==> src/rtl/status_display_decoder.sv <==
// Time-multiplexed 4-digit 7-segment decoder for water level, irrigation mode and alarm.
// Optional decimal-point heartbeat on digit 0 when STATUS_DP_HEARTBEAT_EN is defined.
module status_display_decoder #(
    parameter int REFRESH_DIV  = 50000,
    parameter int BLINK_FRAMES = 64
) (
    input  logic       clock,
    input  logic       reset_n,
    input  logic [1:0] encoded_water,
    input  logic [1:0] encoded_irrigation,
    input  logic       alarm,
    output logic [6:0] segments,
    output logic [3:0] digit_enable,
    output logic       displays_point
);

    localparam int PW = $clog2(REFRESH_DIV);
    localparam int BW = $clog2(2 * BLINK_FRAMES);
    localparam logic [PW-1:0] PRE_LAST   = PW'(REFRESH_DIV - 1);
    localparam logic [PW-1:0] PRE_SHOW   = PW'(1);
    localparam logic [BW-1:0] BLINK_LAST = BW'(2 * BLINK_FRAMES - 1);
    localparam logic [BW-1:0] BLINK_HALF = BW'(BLINK_FRAMES);

    logic [PW-1:0] prescaler;
    logic [1:0]    digit;
    logic [BW-1:0] blink_count;
    logic [1:0]    snap_water;
    logic [1:0]    snap_irrigation;
    logic          snap_alarm;

    logic       slot_wrap;
    logic       frame_end;
    logic       slot_start;
    logic       slot_show;
    logic       snap_load;
    logic       alarm_rise;
    logic       phase_on;
    logic [6:0] pattern;

    assign slot_wrap  = (prescaler == PRE_LAST);
    assign frame_end  = slot_wrap && (digit == 2'd3);
    assign slot_start = (prescaler == '0);
    assign slot_show  = (prescaler == PRE_SHOW);
    assign snap_load  = slot_start && (digit == 2'd0);
    assign alarm_rise = snap_load && alarm && !snap_alarm;
    assign phase_on   = (blink_count < BLINK_HALF);

    // Active-high glyph for the digit about to be lit, from the frame snapshot only.
    always_comb begin
        // NOTE: default first so every path assigns pattern and no latch is inferred.
        pattern = 7'h00;
        case (digit)
            2'd3: begin
                case (snap_water)
                    2'd0:    pattern = 7'h3F;
                    2'd1:    pattern = 7'h06;
                    2'd2:    pattern = 7'h5B;
                    default: pattern = 7'h79;
                endcase
            end
            2'd1: begin
                case (snap_irrigation)
                    2'd0:    pattern = 7'h40;
                    2'd1:    pattern = 7'h5E;
                    2'd2:    pattern = 7'h6D;
                    default: pattern = 7'h79;
                endcase
            end
            2'd0:    pattern = (snap_alarm && phase_on) ? 7'h77 : 7'h00;
            default: pattern = 7'h00;
        endcase
    end

    always_ff @(posedge clock or negedge reset_n) begin
        // NOTE: non-blocking assignments so every register samples pre-edge values.
        if (!reset_n) begin
            prescaler <= '0;
            digit     <= 2'd0;
        end else if (slot_wrap) begin
            prescaler <= '0;
            digit     <= digit + 2'd1;
        end else begin
            prescaler <= prescaler + PW'(1);
        end
    end

    always_ff @(posedge clock or negedge reset_n) begin
        if (!reset_n) begin
            snap_water      <= 2'd0;
            snap_irrigation <= 2'd0;
            snap_alarm      <= 1'b0;
        end else if (snap_load) begin
            snap_water      <= encoded_water;
            snap_irrigation <= encoded_irrigation;
            snap_alarm      <= alarm;
        end
    end

    // A fresh alarm restarts the blink so it always opens with a full visible half-period.
    always_ff @(posedge clock or negedge reset_n) begin
        if (!reset_n) begin
            blink_count <= '0;
        end else if (alarm_rise) begin
            blink_count <= '0;
        end else if (frame_end) begin
            blink_count <= (blink_count == BLINK_LAST) ? '0 : blink_count + BW'(1);
        end
    end

    always_ff @(posedge clock or negedge reset_n) begin
        if (!reset_n) begin
            segments     <= 7'h7F;
            digit_enable <= 4'hF;
        end else if (slot_start) begin
            digit_enable <= 4'hF;
        end else if (slot_show) begin
            segments     <= ~pattern;
            digit_enable <= ~(4'b0001 << digit);
        end
    end

`ifdef STATUS_DP_HEARTBEAT_EN
    always_ff @(posedge clock or negedge reset_n) begin
        if (!reset_n) begin
            displays_point <= 1'b1;
        end else if (slot_start) begin
            displays_point <= 1'b1;
        end else if (slot_show) begin
            displays_point <= !((digit == 2'd0) && phase_on);
        end
    end
`else
    assign displays_point = 1'b1;
`endif

endmodule

==> config.mk <==
export PLATFORM = sky130hd
export DESIGN_NAME = status_display_decoder
export DESIGN_NICKNAME = d
export VERILOG_FILES = /design/src/rtl/status_display_decoder.sv
export SDC_FILE = /design/constraint.sdc
export NUM_CORES = 1
export LEC_CHECK = 0
export CAP_MARGIN = 20
export CORE_MARGIN = 8
export CORE_UTILIZATION = 55
export DETAILED_ROUTE_END_ITERATION = 16
export DONT_BUFFER_PORTS = 1
export GPL_TIMING_DRIVEN = 0
export PLACE_DENSITY = 0.73
export SYNTH_ARGS = -nofsm -noshare
export SYNTH_HDL_FRONTEND = slang
export SYNTH_SLANG_ARGS = --single-unit
export TNS_END_PERCENT = 10
==> constraint.sdc <==
create_clock -name clock -period 2.5 [get_ports clock]
set_clock_uncertainty 0.15 [all_clocks]
set_input_delay 0.125 -clock clock [delete_from_list [all_inputs] [get_ports clock]]
set_output_delay 0.125 -clock clock [all_outputs]
set_load 0.1 [all_outputs]
==> impl_metrics.py <==
metrics = {
    "status": {
        "status": "finished, final reports clean",
    },
    "floorplan": {
        "ios": 19,
        "dieArea_mm2": 0.00670,
        "core.rowCount": 24,
        "initial_core_util_pct": 56.0,
        "dieHeight_um": 81.9,
        "die_w_um": 81.9,
        "core_mm2": 0.00426,
    },
    "worst_setup_path": {
        "worst_setup_path_start_kind": "flop",
        "cp_max_fo": 10,
        "slowest_delay_ps": 540,
        "r2r_setup_slack_ps": 40,
        "crit_type": "flop to flop",
        "crit_top_cell": "or4_4",
        "cp_slowest_cell": "or4_4",
        "worstPathCellList": "or4_4 -> or4_4 -> buf_6 -> or4_1 -> a21oi_1",
        "end_kind": "flop",
        "required_ps": 2570,
        "cp_data_arrival_time_ps": 2530,
        "path_buf_inv": 1,
        "crit_family": "simple AND/OR/NAND/NOR gates",
    },
    "finish": {
        "final_cell_mix": "dfrtp_1 (27), inv_1 (16), ha_1 (16)",
        "ff_latch_area_mm2": 0.00104,
        "final_common_cell": "dfrtp_1",
        "syn2layout_area_growth_pct": 11.2,
        "drive_gt1_share_pct": 17.2,
        "post-route-cell-area_mm2": 0.00265,
        "nNetsFinal": 284,
        "fill_cells": 360,
        "instances_no_fill": 313,
        "final_util_pct": 62.2,
        "n_antenna_cell": 0,
        "multiInputGateArea_mm2": 0.00123,
    },
    "cts": {
        "htreeDepth": 2,
        "clock-sinks": 41,
        "cts_tree": "built",
        "cts_buffers": 5,
        "cts_buffer_depth": 2,
        "cts-root-buf": "clkbuf_8",
        "clk_pin_slew_worst_paths_ps": 80,
        "clock_latency_ps": 290,
    },
    "placement": {
        "dpl_cell_area_mm2": 0.00245,
        "dp_hpwl_um": 3230,
        "place_congestion": 0.859,
        "place_inst": 295,
        "portBuffers": 0,
    },
    "route": {
        "viasPerCell": 5.76,
        "drc": 0,
        "wirelength_um": 4700,
        "wire_per_inst_um": 15.0,
        "dr.pass1.iters": 4,
        "drt_iter0_markers": 112,
        "vias": 1803,
        "ant_nets": 0,
    },
    "timing": {
        "maxSlewViolCount": 0,
        "hold_viol": 0,
        "fin_crit_ps": 2460,
        "fin_crit_sh_pct": 98.5,
        "rsz0062_at_grt": "yes",
        "setup_tns_ps": 0,
        "worstMarginPinSlew_ps": 571,
        "fmax_ghz": 0.406,
        "relSlewSlack_pct": 61.6,
        "report.final.setup_viol": 0,
    },
    "logic_synthesis": {
        "syn-num-nets": 267,
        "synth_area_mm2": 0.00239,
        "seq_area_frac_synth_pct": 43.6,
        "synth-edff-count": 0,
        "synthCells": 243,
        "synthArstFlopShare_pct": 100,
        "ys_warn_count": 0,
        "ys_types": 44,
        "synth-seq-cells": 41,
        "synth_ff_type": "dfrtp_1",
        "synth_area_per_cell_um2": 9.82,
    },
    "grt": {
        "grt_pass1_vias": 1698,
        "grt_max_degree": 42,
        "overflow": 0,
        "track_usage_pct": 15.2,
        "antenna_found_initial": 0,
        "grt_pass1_wl_um": 7970,
    },
    "power": {
        "p_leak_uw": 0.00112,
        "peakVddDrop_mv": 0.252,
        "power.density_mw_per_mm2": 467,
    },
    "run": {
        "cap_viol_max_count": 0,
    },
    "hold_path": {
        "holdCritPathClass": "primary input to flop",
    },
}
-- cell families after synthesis --
kind of cell    count (synthesis)  synth area share (%)
other cells                     1                 0.157
simple gates                   89                  21.3
fa+ha+maj                      17                  8.91
compound gates                 45                  11.9
buf+inv                        28                  5.30
xor+xnor                       13                  4.77
mux                             9                  4.09
flops                          41                  43.6
-- worst paths after layout --
kind / start / to / cells after the start
max reg2reg: prescaler[11] / blink_count[0] / 5
min reg2reg: prescaler[5] / prescaler[5] / 1
min in group asynchronous: reset_n / snap_irrigation[1] / 2
min: alarm / blink_count[2] / 3
max: prescaler[11] / blink_count[0] / 5
max in group asynchronous: reset_n / digit_enable[2] / 2
-- timing repair --
action | in CTS | in global routing
hold endpoints to repair | 46 | 0
resized for setup | 1 | 5
endpoints found under the setup margin | 1 | 7
setup buffers | 0 | 3
cloned | 0 | 0
hold buffers | 7 | 0
-- report_power, final --
group	internal (uW)	switching [uW]
Sequential	685	60.0
Clock	194	232
Combinational	29.3	39.4
Total	908	332
-- cell usage after synthesis (2+ instances only) --
cell,n,area (um2)
and3_1,3,18.8
nor2b_1,7,43.8
nand2_1,12,45.0
or4_1,6,45.0
or3_1,3,18.8
o21ai_0,8,40.0
and4_1,2,17.5
nor4_1,4,25.0
xor2_1,5,43.8
buf_6,2,22.5
or2_2,2,12.5
and2_1,3,18.8
mux2i_1,3,30.0
nand3_1,11,55.1
inv_1,16,60.1
a21oi_1,15,75.1
o31ai_1,4,30.0
nor3_1,6,30.0
mux2_2,6,67.6
ha_1,17,213
nand4_1,7,43.8
xnor2_1,8,70.1
a311oi_1,4,35.0
nor2_1,14,52.6
dfrtp_1,30,751
clkbuf_1,6,22.5
a31oi_1,9,56.3
or4_4,2,22.5
dfstp_2,11,289
nand2b_1,3,18.8
-- per-stage QoR --
| step | worst slack [ps] | hold WS (ps) | total power (uW) |
|---|---|---|---|
| after floorplan | 148 | -321 | 792 |
| after global placement | 16.1 | -319 | 801 |
| after detailed placement | 32.1 | -319 | 802 |
| after CTS | 10.9 | 94.1 | 1260 |
| after global routing | -40.1 | 69.8 | 1300 |
| final | 36.8 | 66.0 | 1240 |
-- registers in the layout, indices dropped and copies added (netlist names) --
name	cells
snap_water	2
snap_irrigation	2
prescaler	16
segments	7
digit_enable	4
blink_count	7
digit	2
snap_alarm	1
-- metal layers --
layer / global-route usage (%) / part of all wire (%) / up-vias
li1: - / - / 899
met1: 19.7 / 48 / 863
met2: 23.4 / 45 / 34
met3: 4.16 / 5.0 / 7
met4: 6.49 / 1.9 / 0
met5: 0 / 0 / -
-- tightest hold or removal path, stage by stage --
cell	delay, ps
or2b_1	170
nor4_2	70
a21oi_1	110
-- layout make-up --
cell class,count,area share [%]
Timing Repair Buffer,10,3.87
Inverter,16,2.26
Sequential cell,41,39.3
Clock inverter,2,0.377
Clock buffer,6,2.73
Buffer,12,2.50
Multi-Input combinational cell,174,46.5
Tap cell,52,2.45
No activity file was read; power rests on OpenSTA's default activity.
